[src/rtl/plic_irq_gateway_if.sv]
// ICB configuration bus between a bus master and the PLIC interrupt gateway.
// Single-cycle command acceptance, registered read response.
interface plic_irq_gateway_if;
    logic        icb_cmd_valid;
    logic        icb_cmd_ready;
    logic [31:0] icb_cmd_addr;
    logic        icb_cmd_read;
    logic [31:0] icb_cmd_wdata;
    logic [3:0]  icb_cmd_wmask;
    logic        icb_rsp_valid;
    logic        icb_rsp_ready;
    logic        icb_rsp_err;
    logic [31:0] icb_rsp_rdata;

    modport master (
        output icb_cmd_valid, icb_cmd_addr, icb_cmd_read, icb_cmd_wdata, icb_cmd_wmask,
        output icb_rsp_ready,
        input  icb_cmd_ready, icb_rsp_valid, icb_rsp_err, icb_rsp_rdata
    );

    modport slave (
        input  icb_cmd_valid, icb_cmd_addr, icb_cmd_read, icb_cmd_wdata, icb_cmd_wmask,
        input  icb_rsp_ready,
        output icb_cmd_ready, icb_rsp_valid, icb_rsp_err, icb_rsp_rdata
    );
endinterface

[src/rtl/plic_irq_gateway.sv]
// Interrupt gateway in front of the PLIC: synchronises raw IRQs, applies polarity and
// turns edges into claim-counted pending requests so no edge is lost.
module plic_irq_gateway #(
    parameter int unsigned N_SRC       = 16,
    parameter int unsigned SYNC_STAGES = 2,
    parameter int unsigned CNT_W       = 2
) (
    input  logic               clk,
    input  logic               rst,
    input  logic [N_SRC-1:0]   irq_raw_i,
    plic_irq_gateway_if.slave  icb,
    input  logic               claim_valid_i,
    input  logic [4:0]         claim_id_i,
    output logic [N_SRC-1:0]   plic_irq_port_o
);

    localparam logic [CNT_W-1:0] CntMax  = '1;
    localparam logic [N_SRC-1:0] SrcMask = {{(N_SRC-1){1'b1}}, 1'b0};

    logic [N_SRC-1:0] sync_q [SYNC_STAGES];
    logic [N_SRC-1:0] prev_q, prev_d;
    logic [N_SRC-1:0] mode_q, mode_d;
    logic [N_SRC-1:0] pol_q, pol_d;
    logic [CNT_W-1:0] cnt_q [N_SRC];
    logic [CNT_W-1:0] cnt_d [N_SRC];
    logic [N_SRC-1:0] port_d;
    logic             rsp_valid_q, rsp_valid_d;
    logic [31:0]      rdata_q, rdata_d;

    logic [N_SRC-1:0] sync_out, act, edge_det, swtrig, mode_chg, pend, inc, dec;
    logic [N_SRC-1:0] wdata_src;
    logic [7:0]       addr;
    logic             wr_en, rd_en, wr_mode, wr_pol, wr_swtrig;
    logic             unused_bits;

    assign addr      = icb.icb_cmd_addr[7:0];
    assign wr_en     = icb.icb_cmd_valid & ~icb.icb_cmd_read;
    assign rd_en     = icb.icb_cmd_valid & icb.icb_cmd_read;
    assign wr_mode   = wr_en & (addr == 8'h00);
    assign wr_pol    = wr_en & (addr == 8'h04);
    assign wr_swtrig = wr_en & (addr == 8'h08);
    assign wdata_src = icb.icb_cmd_wdata[N_SRC-1:0] & SrcMask;

    assign unused_bits = ^{icb.icb_cmd_wmask, icb.icb_cmd_addr[31:8],
                           icb.icb_cmd_wdata[31:N_SRC]};

    assign sync_out = sync_q[SYNC_STAGES-1];
    assign act      = (sync_out ^ pol_q) & SrcMask;
    assign edge_det = act & ~prev_q;

    assign icb.icb_cmd_ready = 1'b1;
    assign icb.icb_rsp_err   = 1'b0;
    assign icb.icb_rsp_valid = rsp_valid_q;
    assign icb.icb_rsp_rdata = rdata_q;

    // Reloading prev with the new polarity hides the polarity flip from the edge detector.
    always_comb begin
        mode_d   = wr_mode ? wdata_src : mode_q;
        pol_d    = wr_pol ? wdata_src : pol_q;
        prev_d   = wr_pol ? ((sync_out ^ wdata_src) & SrcMask) : act;
        swtrig   = wr_swtrig ? wdata_src : '0;
        mode_chg = wr_mode ? (wdata_src ^ mode_q) : '0;
    end

    always_comb begin
        pend   = '0;
        inc    = '0;
        dec    = '0;
        port_d = '0;
        for (int i = 0; i < N_SRC; i++) begin
            cnt_d[i] = cnt_q[i];
            pend[i]  = (cnt_q[i] != '0);
            inc[i]   = edge_det[i] | swtrig[i];
            dec[i]   = claim_valid_i & (int'(claim_id_i) == i) & pend[i];
            if (i == 0 || !mode_q[i] || mode_chg[i]) begin
                cnt_d[i] = '0;
            end else if (inc[i] && !dec[i]) begin
                if (cnt_q[i] != CntMax) cnt_d[i] = cnt_q[i] + CNT_W'(1);
            end else if (dec[i] && !inc[i]) begin
                cnt_d[i] = cnt_q[i] - CNT_W'(1);
            end
            if (i != 0) port_d[i] = mode_q[i] ? (cnt_d[i] != '0) : act[i];
        end
    end

    // A new read replaces pending data even if the previous response is still unaccepted.
    always_comb begin
        rsp_valid_d = rsp_valid_q;
        rdata_d     = rdata_q;
        if (rsp_valid_q && icb.icb_rsp_ready) rsp_valid_d = 1'b0;
        if (rd_en) begin
            rsp_valid_d = 1'b1;
            case (addr)
                8'h00:   rdata_d = 32'(mode_q);
                8'h04:   rdata_d = 32'(pol_q);
                8'h0C:   rdata_d = 32'(pend);
                default: rdata_d = 32'h0;
            endcase
        end
    end

    always_ff @(posedge clk or posedge rst) begin
        if (rst) begin
            for (int k = 0; k < SYNC_STAGES; k++) sync_q[k] <= '0;
            for (int i = 0; i < N_SRC; i++) cnt_q[i] <= '0;
            prev_q          <= '0;
            mode_q          <= '0;
            pol_q           <= '0;
            plic_irq_port_o <= '0;
            rsp_valid_q     <= 1'b0;
            rdata_q         <= 32'h0;
        end else begin
            sync_q[0] <= irq_raw_i;
            for (int k = 1; k < SYNC_STAGES; k++) sync_q[k] <= sync_q[k-1];
            for (int i = 0; i < N_SRC; i++) cnt_q[i] <= cnt_d[i];
            prev_q          <= prev_d;
            mode_q          <= mode_d;
            pol_q           <= pol_d;
            plic_irq_port_o <= port_d;
            rsp_valid_q     <= rsp_valid_d;
            rdata_q         <= rdata_d;
        end
    end

endmodule

[src/flat_wrapper.sv]
// flat-port wrapper written by rule: the top's interface ports become plain ports
module plic_irq_gateway_flat 
#(
    parameter int unsigned N_SRC       = 16,
    parameter int unsigned SYNC_STAGES = 2,
    parameter int unsigned CNT_W       = 2
)
  (clk, rst, irq_raw_i, claim_valid_i, claim_id_i, plic_irq_port_o, icb_icb_cmd_valid, icb_icb_cmd_addr, icb_icb_cmd_read, icb_icb_cmd_wdata, icb_icb_cmd_wmask, icb_icb_rsp_ready, icb_icb_cmd_ready, icb_icb_rsp_valid, icb_icb_rsp_err, icb_icb_rsp_rdata);
  plic_irq_gateway_if icb_i ();
  input  logic clk;
  input  logic rst;
  input  logic [N_SRC-1:0] irq_raw_i;
  input  logic claim_valid_i;
  input  logic [4:0] claim_id_i;
  output logic [N_SRC-1:0] plic_irq_port_o;
  input wire logic [$bits(icb_i.icb_cmd_valid)-1:0] icb_icb_cmd_valid;
  input wire logic [$bits(icb_i.icb_cmd_addr)-1:0] icb_icb_cmd_addr;
  input wire logic [$bits(icb_i.icb_cmd_read)-1:0] icb_icb_cmd_read;
  input wire logic [$bits(icb_i.icb_cmd_wdata)-1:0] icb_icb_cmd_wdata;
  input wire logic [$bits(icb_i.icb_cmd_wmask)-1:0] icb_icb_cmd_wmask;
  input wire logic [$bits(icb_i.icb_rsp_ready)-1:0] icb_icb_rsp_ready;
  output wire logic [$bits(icb_i.icb_cmd_ready)-1:0] icb_icb_cmd_ready;
  output wire logic [$bits(icb_i.icb_rsp_valid)-1:0] icb_icb_rsp_valid;
  output wire logic [$bits(icb_i.icb_rsp_err)-1:0] icb_icb_rsp_err;
  output wire logic [$bits(icb_i.icb_rsp_rdata)-1:0] icb_icb_rsp_rdata;
  assign icb_i.icb_cmd_valid = icb_icb_cmd_valid;
  assign icb_i.icb_cmd_addr = icb_icb_cmd_addr;
  assign icb_i.icb_cmd_read = icb_icb_cmd_read;
  assign icb_i.icb_cmd_wdata = icb_icb_cmd_wdata;
  assign icb_i.icb_cmd_wmask = icb_icb_cmd_wmask;
  assign icb_i.icb_rsp_ready = icb_icb_rsp_ready;
  assign icb_icb_cmd_ready = icb_i.icb_cmd_ready;
  assign icb_icb_rsp_valid = icb_i.icb_rsp_valid;
  assign icb_icb_rsp_err = icb_i.icb_rsp_err;
  assign icb_icb_rsp_rdata = icb_i.icb_rsp_rdata;
  plic_irq_gateway #(.N_SRC(N_SRC), .SYNC_STAGES(SYNC_STAGES), .CNT_W(CNT_W)) u_core (.clk(clk), .rst(rst), .irq_raw_i(irq_raw_i), .icb(icb_i), .claim_valid_i(claim_valid_i), .claim_id_i(claim_id_i), .plic_irq_port_o(plic_irq_port_o));
endmodule
[config.mk]
export PLATFORM = sky130hd
export DESIGN_NAME = plic_irq_gateway_flat
export DESIGN_NICKNAME = d
export VERILOG_FILES = /design/src/rtl/plic_irq_gateway_if.sv /design/src/rtl/plic_irq_gateway.sv /design/src/flat_wrapper.sv
export SDC_FILE = /design/constraint.sdc
export NUM_CORES = 1
export LEC_CHECK = 0
export ABC_AREA = 1
export ABC_CLOCK_PERIOD_IN_PS = 12700
export CAP_MARGIN = 20
export CORE_AREA = 4 4 137 106
export CTS_BUF_LIST = sky130_fd_sc_hd__clkbuf_8
export CTS_CLUSTER_SIZE = 30
export DETAILED_ROUTE_END_ITERATION = 10
export DIE_AREA = 0 0 141 110
export GPL_TIMING_DRIVEN = 0
export PLACE_DENSITY = 0.93
export SYNTH_ARGS = -nofsm -noshare
export SYNTH_HDL_FRONTEND = slang
export SYNTH_SLANG_ARGS = --single-unit
[constraint.sdc]
create_clock -name clk -period 12.7 [get_ports clk]
set_input_delay 3.175 -clock clk [delete_from_list [all_inputs] [get_ports clk]]
set_output_delay 3.175 -clock clk [all_outputs]
set_load 0.02 [all_outputs]
======== Word level (Yosys, flattened, before mapping) ========
Cells that the tools add are included.
word-level totals
  register bits after elaboration ......... 156
  input bits .............................. 95
  output and inout bits ................... 51
  logic and storage cells ................. 346
operators by class
  add/subtract/negate cells ............... 30
  eq/ne operators ......................... 33
  multiplexer cells ....................... 81
  bitwise logic cells ..................... 56
  reduce and logical (&&, ||, !) cells .... 123
operator list
  operator               number
  $mux W2                60
  $reduce_bool A2 Y1     31
  $mux W16               3
  $pmux W16 S3           1
  $xor A16 B16 Y16       3
  $logic_not A1 Y1       45
  $eq A5 B5 Y1 const B   8
  $and A1 B1 Y1          35
  $logic_and A1 B1 Y1    31
  $add A2 B1 Y2 const B  15
  $ne A2 B2 Y1 const B   15
  $sub A2 B1 Y2 const B  15
  $eq A5 B4 Y1 const B   4
  $mux W1                17
  $and A16 B16 Y16       1
  $eq A8 B4 Y1 const B   2
  $not A16 Y16           1
  $logic_or A1 B1 Y1     15
  $or A1 B1 Y1           15
  $eq A5 B3 Y1 const B   2
  $eq A8 B3 Y1 const B   1
  $logic_not A8 Y1       1
  $eq A5 B2 Y1 const B   1
  $not A1 Y1             1

======== Longest topological paths before layout ========
Gate-level depths: netlist (run 1).
  depth after elaboration ................. 12
  gate-level depth with buffers ........... 13
  mapped depth without buffers ............ 12

======== Least setup slack after synthesis (run 1) ========
Ideal clock, no wire load.
  path type ............................... input to register
  start point ............................. in icb_icb_cmd_addr[7]
  end point ............................... reg u_core.plic_irq_port_o[4]
  setup time .............................. 0.123 ns
  arrival ................................. 4.200 ns
  required time ........................... 12.577 ns
  setup slack ............................. 8.377 ns
  stages on the path ...................... 11
  buffers on the path ..................... 1
  cell sequence ........................... nor2_1 -> nand2_2 -> nor2_4 -> clkbuf_16 -> nand3_4 -> nand2_2 -> nand3_2 -> nand2_1 -> inv_1 -> nand2_2 -> nand3_2
on the way
  word-level cells in the longest chain between the ends .. 11
  elaborated cells on any way between the ends .. 16
  those cells by class .................... 1 x eq/ne; 6 x mux; 3 x bitwise; 6 x reduce/logical
RTL lines
  element               line                     RTL
  from (decl)           flat_wrapper.sv:17       input wire logic [$bits(icb_i.icb_cmd_addr)-1:0] icb_icb_cmd_addr;
  $eq A8 B4 Y1          plic_irq_gateway.sv:41   assign wr_swtrig = wr_en & (addr == 8'h08);
  $and A1 B1 Y1         plic_irq_gateway.sv:41
  $mux W16              plic_irq_gateway.sv:61   swtrig = wr_swtrig ? wdata_src : '0;
  $or A1 B1 Y1          plic_irq_gateway.sv:73   inc[i] = edge_det[i] | swtrig[i];
  $logic_not A1 Y1      plic_irq_gateway.sv:79   end else if (dec[i] && !inc[i]) begin
  $logic_and A1 B1 Y1   plic_irq_gateway.sv:79
  $mux W2               plic_irq_gateway.sv:79
  $mux W2               plic_irq_gateway.sv:77   end else if (inc[i] && !dec[i]) begin
  $mux W2 *             plic_irq_gateway.sv:75   if (i == 0 || !mode_q[i] || mode_chg[i]) begin
  $reduce_bool A2 Y1 *  plic_irq_gateway.sv:82   if (i != 0) port_d[i] = mode_q[i] ? (cnt_d[i] != '0) : act[i];
  $mux W1 *             plic_irq_gateway.sv:82
  net u_core.port_d[4]  plic_irq_gateway.sv:26   logic [N_SRC-1:0] port_d;
  to (signal assigned)  plic_irq_gateway.sv:119  plic_irq_port_o <= port_d;
  to (decl)             plic_irq_gateway.sv:14   output logic [N_SRC-1:0] plic_irq_port_o
The timed path passes the listed nets; every way through them passes the cells marked *.
A chain may end at the register's enable or synchronous reset.

======== Final worst setup path (run 1) ========
  start point ............................. in claim_valid_i
  end point ............................... reg u_core.plic_irq_port_o[13]
on the way
  word-level cells in the longest chain between the ends .. 8
  elaborated cells on any way between the ends .. 10
  those cells by class .................... 4 x mux; 2 x bitwise; 4 x reduce/logical
RTL lines
  element                                                         line                                            RTL
  from (decl)                                                     flat_wrapper.sv:13                              input logic claim_valid_i;
  $and A1 B1 Y1 * (2 in series)                                   plic_irq_gateway.sv:74                          dec[i] = claim_valid_i & (int'(claim_id_i) == i) & pend[i];
  $logic_and A1 B1 Y1 / $logic_not A1 Y1 (equally long branches)  plic_irq_gateway.sv:79, plic_irq_gateway.sv:77
  $mux W2 / $logic_and A1 B1 Y1 (equally long branches)           plic_irq_gateway.sv:79, plic_irq_gateway.sv:77
  $mux W2 *                                                       plic_irq_gateway.sv:77
  $mux W2 *                                                       plic_irq_gateway.sv:75
  $reduce_bool A2 Y1 *                                            plic_irq_gateway.sv:82
  $mux W1 *                                                       plic_irq_gateway.sv:82
  net u_core.port_d[13]                                           plic_irq_gateway.sv:26
Marks and branches as above.

==> flow_metrics.tcl, run 1 <==
set metrics [dict create \
    via_per_inst 5.28 \
    pre_cts_ws_ps 7490 \
    crit_path_start "claim_valid_i" \
    fin_util_pct 69.7 \
    path_max_fanout 5 \
    synth_cell_types 33 \
    hp-class "reg2reg" \
    clock.fmax_ghz 0.207 \
    rrSetupSlack_ps 10920 \
    top_usage_layer "met2" \
    ir_drop_mv 0.0776 \
    fin_worst_skew_ps 9.65 \
    worstMarginPinSlew_ps 734 \
    dieHeight_um 110 \
    synth_area_um2 7540 \
    antennaDiodeCount 0 \
    postSynthCellCount 890 \
    use_met1_pct 31.3 \
    ys_seq_area_share_pct 45.1 \
    ctsLongestPathBuffers 2 \
    cts_tree "yes" \
    routed_wl_mm 18.6 \
    grt_use_total_pct 24.8 \
    setup_tns_ps 0 \
    die_w_um 141 \
    grt_max_degree 88 \
    power_uw 906 \
    synth.avg_cell_area_um2 8.48 \
    holdBufCountCts 0 \
    io_pins 146 \
    min_period_ps 4820 \
    antenna_found_initial 0 \
    reg2reg_to "u_core.plic_irq_port_o[13]$_DFF_PP0_" \
    worst_setup_path_start_kind "input port" \
    firstDrtPassIters 5 \
    p_leak_nw 4.66 \
    htree_levels 4 \
    synthAdderAreaFrac_pct 4.98 \
    slew_headroom_pct 51.1 \
    cap_viol_max_count 0 \
    synth_warnings 0 \
    cts_buffers 17 \
    rsz0062_at_grt "false" \
    endpoint_kind "register" \
    grt_pass1_wl_mm 30.0 \
    grt_pass1_vias 6291 \
    hpwl_mm 13.4 \
    fin_crit_sh_pct 38.0 \
    nets 1132 \
    cts.sinks 136 \
    drt-wirelength-per-cell_um 15.6 \
    fin_ws_ps 7880 \
    drive_gt1_share_pct 15.0 \
    via_count 6290 \
    synth_top_family_by_area "simple AND/OR/NAND/NOR gates" \
    cp.required_ps 13040 \
    place_congestion 0.939 \
    nFillCells 994 \
    clkTransAtPathRegs_ps 80 \
    met3_usage_pct 5.82 \
    crit_arrival_ps 5160 \
    worst-r2r-cell-count 8 \
    die-area_um2 15500 \
    final_cell_mix "nand2_1 (204), inv_1 (173), dfrtp_1 (136), clkdlybuf4s50_1 (79), nand3_1 (64)" \
    drtIter0Drc 496 \
    drc 0 \
    hold_slack_ps 351 \
    ant_nets 0 \
    status "complete, no violations" \
    synth-compound-area-share_pct 7.13 \
    final_hold_viol_count 0 \
    cts_setup_buffers 0 \
    root_buffer "clkbuf_8" \
    synthToLayoutAreaGrowth_pct 19.8 \
    worstReg2RegStart "u_core.cnt_q[4]$_DFF_PP0_" \
    power.density_nw_per_um2 100 \
    grt_overflow 0 \
    yosys.area_share.simple_pct 26.7 \
    finalSetupViolCount 0 \
    cts_resized 0 \
    start_util_pct 58.2 \
    port-buffer-count 79 \
    clk_latency_ps 460 \
    worst-setup-path-type "in2reg" \
    synth-seq-cells 136 \
    setup.worst_path.end "u_core.plic_irq_port_o[13]$_DFF_PP0_" \
    synth_mux_area_share_pct 0 \
    final_common_cell "nand2_1" \
    num_rows 36 \
    grtUsageMet2_pct 41.4 \
    report.final.slew_viol_count 0 \
    core_um2 13000 \
    synth-xor-area-share_pct 3.48 \
]
==> synthesized netlist by cell type (all sizes together) <==
| library cell | n | area (um2) |
|---|---|---|
| dfrtp | 136 | 3400 |
| conb | 2 | 7.51 |
| nor3 | 9 | 70.1 |
| o21ai | 60 | 357 |
| nand3 | 94 | 703 |
| ha | 30 | 375 |
| or2 | 1 | 6.26 |
| xor2 | 30 | 263 |
| clkbuf | 5 | 40.0 |
| nand2 | 233 | 952 |
| buf | 29 | 231 |
| a21oi | 30 | 150 |
| clkinv | 2 | 8.75 |
| o22ai | 5 | 31.3 |
| nor2 | 19 | 104 |
| inv | 177 | 664 |
| nand3b | 1 | 7.51 |
| nand4 | 27 | 169 |
==> power breakdown <==
part | switching [mW] | internal [mW]
sequential | 0.00736 | 0.446
combinational | 0.0609 | 0.0390
clock | 0.188 | 0.165
==> registers in the layout, summed over array words and instances, names as in the netlist <==
| register | cells |
|---|---|
| u_core.pol_q | 15 |
| u_core.cnt_q | 30 |
| u_core.icb.icb_rsp_valid | 1 |
| u_core.sync_q | 15 |
| u_core.plic_irq_port_o | 15 |
| u_core.icb.icb_rsp_rdata | 15 |
| u_core.sync_out | 15 |
| u_core.prev_q | 15 |
| u_core.mode_q | 15 |
==> layout make-up <==
cell class,instances,area (um2),share of cell area (%)
clock inverters,14,140,1.55
clock buffers,18,248,2.74
flip-flops and latches,136,3400,37.7
multi-input cells,559,3260,36.1
repair buffers,80,818,9.06
plain buffers,34,272,3.00
well taps,171,214,2.37
inverters,179,678,7.50
==> kinds of logic (layout without fill, tap and decap cells) <==
kind of cell,count (synthesis),after routing
AO/OA/AOI/OAI,95,95
other,2,20
adder cells (fa/ha/maj),30,30
AND/OR/NAND/NOR,384,384
flip-flops,136,136
XOR/XNOR,30,30
buffers and inverters,213,325
==> critical path, stage by stage <==
cell and delay, ps:
clkdlybuf4s50_1 460, inv_1 50, nor2_2 240, nand2_1 260, nor3_1 420, nand3_2 150, o21ai_1 160, nand2_1 90
nand2_2 80, nand3_2 80
==> metrics by stage <==
step / std cells / instance area [um2]
floorplan: 908 / 7610
global route: 1191 / 9040
global placement: 1158 / 8620
CTS: 1191 / 9040
finish: 1191 / 9040
detailed placement: 1159 / 8650
==> metal layers <==
| layer | up-vias | part of all wire [%] |
|---|---|---|
| met1 | 2953 | 40 |
| met5 | - | 0 |
| met3 | 62 | 8.7 |
| met4 | 0 | 3.1 |
| li1 | 2994 | - |
| met2 | 281 | 48 |
==> how the worst min path moves through the flow <==
stage / start / end / slack [ps] / cells past startpoint
2_1_floorplan: u_core.sync_q[26]$_DFF_PP0_ / u_core.sync_out[10]$_DFF_PP0_ / 330 / 0
3_3_place_gp: u_core.sync_q[17]$_DFF_PP0_ / u_core.sync_out[1]$_DFF_PP0_ / 330 / 0
3_5_place_dp: u_core.sync_q[29]$_DFF_PP0_ / u_core.sync_out[13]$_DFF_PP0_ / 330 / 0
4_1_cts: u_core.sync_q[18]$_DFF_PP0_ / u_core.sync_out[2]$_DFF_PP0_ / 350 / 0
5_1_grt: u_core.sync_q[18]$_DFF_PP0_ / u_core.sync_out[2]$_DFF_PP0_ / 350 / 0
6_report: u_core.sync_q[18]$_DFF_PP0_ / u_core.sync_out[2]$_DFF_PP0_ / 350 / 0
No activity file was read; power rests on OpenSTA's default activity.
==> run 2, diff against run 1 <==
--- a/config.mk
+++ b/config.mk
@@ -6,15 +6,15 @@
 export NUM_CORES = 1
 export LEC_CHECK = 0
 export ABC_AREA = 1
-export ABC_CLOCK_PERIOD_IN_PS = 12700
+export ABC_CLOCK_PERIOD_IN_PS = 4900
 export CAP_MARGIN = 20
-export CORE_AREA = 4 4 137 106
+export CORE_AREA = 4 4 142 110
 export CTS_BUF_LIST = sky130_fd_sc_hd__clkbuf_8
 export CTS_CLUSTER_SIZE = 30
 export DETAILED_ROUTE_END_ITERATION = 10
-export DIE_AREA = 0 0 141 110
+export DIE_AREA = 0 0 146 114
 export GPL_TIMING_DRIVEN = 0
-export PLACE_DENSITY = 0.93
+export PLACE_DENSITY = 0.87
 export SYNTH_ARGS = -nofsm -noshare
 export SYNTH_HDL_FRONTEND = slang
 export SYNTH_SLANG_ARGS = --single-unit
==> constraint.sdc (replaced) <==
create_clock -name clk -period 4.9 [get_ports clk]
set_input_delay 1.225 -clock clk [delete_from_list [all_inputs] [get_ports clk]]
set_output_delay 1.225 -clock clk [all_outputs]
set_load 0.02 [all_outputs]
==> flow_metrics.tcl, run 2 (synthesis results as in run 1) <==
set metrics [dict create \
    cap_viol_max_count 0 \
    port-buffer-count 79 \
    ant_nets 0 \
    top_register "u_core.cnt_q" \
    path_max_fanout 10 \
    hpwl_mm 13.0 \
    clock.fmax_ghz 0.332 \
    hp-class "reg2reg" \
    core_um2 14200 \
    finalSetupViolCount 0 \
    clockPowerShare_pct 40.0 \
    report.final.slew_viol_count 0 \
    worst_setup_path_start_kind "input port" \
    worstMarginPinSlew_ps 738 \
    synthToLayoutAreaGrowth_pct 20.1 \
    drtIter0Drc 574 \
    cts_setup_buffers 0 \
    grt_use_total_pct 21.9 \
    worst-setup-path-type "in2reg" \
    clkTransAtPathRegs_ps 80 \
    switching_power_uw 608 \
    worstPathCellList "clkdlybuf4s50_1, nor2_1, nand2_2, inv_2, nand4_1, clkbuf_1, o21ai_0, a21oi_1, o21ai_1" \
    grt_max_degree 76 \
    dieHeight_um 114 \
    pwr-share-comb_pct 10.7 \
    grt_overflow 0 \
    cts_buffers 17 \
    routed_wl_mm 18.0 \
    htree_levels 4 \
    die_w_um 146 \
    rsz0062_at_grt "false" \
    die-area_um2 16600 \
    finalNonFillerCells 1200 \
    io_pins 146 \
    start_util_pct 53.1 \
    firstDrtPassIters 5 \
    antenna_found_initial 0 \
    ctsLongestPathBuffers 2 \
    place_congestion 0.907 \
    via_per_inst 5.17 \
    grt_pass1_vias 6048 \
    antennaDiodeCount 0 \
    power_mw 2.38 \
    worst-path-buf-inv 3 \
    slew_headroom_pct 50.8 \
    slowest_delay_ps 530 \
    status "complete, no violations" \
    fin_worst_skew_ps 9.88 \
    drive_gt1_share_pct 14.6 \
    final_common_cell "nand2_1" \
    final_hold_viol_count 0 \
    power.density_nw_per_um2 263 \
    min_period_ps 3010 \
    final_cell_mix "nand2_1 (204), inv_1 (177), dfrtp_1 (136), clkdlybuf4s50_1 (79), nand3_1 (64)" \
    drt-wirelength-per-cell_um 15.0 \
    clk_latency_ps 460 \
    num_rows 38 \
    fin_crit_sh_pct 61.5 \
    root_buffer "clkbuf_8" \
    grt_pass1_wl_mm 29.2 \
    holdBufCountCts 0 \
    cp.required_ps 5220 \
    largest_reg_flops 30 \
    crit_arrival_ps 3330 \
    ir_drop_mv 0.156 \
    cts_tree "yes" \
    dp.cells 1168 \
    via_count 6201 \
    cts.sinks 136 \
    cts_resized 0 \
    crit_family "buffers and inverters" \
    endpoint_kind "register" \
    switching_share_pct 25.5 \
    internal_power_mw 1.78 \
    p_leak_nw 4.70 \
    seqPwrFrac_pct 49.3 \
    nets 1132 \
    drc 0 \
    setup_tns_ps 0 \
    crit_slowest_cell "clkbuf_1" \
]
[run 2: final cells by class]
cell class | instances | area, um2
inverter | 179 | 678
tap | 180 | 225
clock inverter | 13 | 138
clock buffer | 19 | 262
buffer | 34 | 272
timing repair buffer | 80 | 818
multi-input combinational | 559 | 3260
fill | 1153 | 5160
sequential | 136 | 3400
[run 2: path summary, 6_finish.rpt]
path | from | endpoint | slack (ps) | cells after the start
setup / recovery | icb_icb_cmd_addr[7] | u_core.icb.icb_rsp_rdata[3]$_DFFE_PP0P_ | 1890 | 9
hold / removal | u_core.sync_q[20]$_DFF_PP0_ | u_core.sync_out[4]$_DFF_PP0_ | 350 | 0
setup reg to reg | u_core.cnt_q[4]$_DFF_PP0_ | u_core.plic_irq_port_o[13]$_DFF_PP0_ | 3120 | 8
hold reg to reg | u_core.sync_q[20]$_DFF_PP0_ | u_core.sync_out[4]$_DFF_PP0_ | 350 | 0
max in group asynchronous | rst | u_core.plic_irq_port_o[4]$_DFF_PP0_ | 2890 | 3
min in group asynchronous | rst | u_core.plic_irq_port_o[13]$_DFF_PP0_ | 1260 | 2
[run 2: metrics by stage]
step	area [um2]	utilization (%)	hold slack (ps)	worst slack, ps
final	9060	63.7	347	1890
after global routing	9060	63.7	355	1860
after CTS	9060	63.7	348	1950
after detailed placement	8660	60.9	335	1560
after global placement	8630	60.7	332	-1720
after floorplan	7610	-	331	35.5
[run 2: power groups by stage]
stage | clock (mW) | sequential [mW] | combinational, mW
2_1_floorplan | 0 | 1.20 | 0.143
3_3_place_gp | 0 | 1.20 | 0.245
3_5_place_dp | 0 | 1.20 | 0.253
4_1_cts | 0.954 | 1.18 | 0.255
5_1_grt | 0.999 | 1.18 | 0.280
6_report | 0.953 | 1.18 | 0.255
[run 2: worst reg2reg max path, stage by stage (launching register included)]
cell     delay (ps)
dfrtp_1         380
inv_1            70
ha_1            230
nor3_1          430
nand3_2         160
o21ai_1         160
nand2_1          80
nand2_2          80
nand3_2          70
[run 2: routing by layer]
layer	up-vias	GRT usage, %	wire, um
met4	0	5.70	269
li1	2980	-	-
met3	30	5.08	1490
met2	258	36.4	8590
met1	2933	29.4	7620
met5	-	0	0
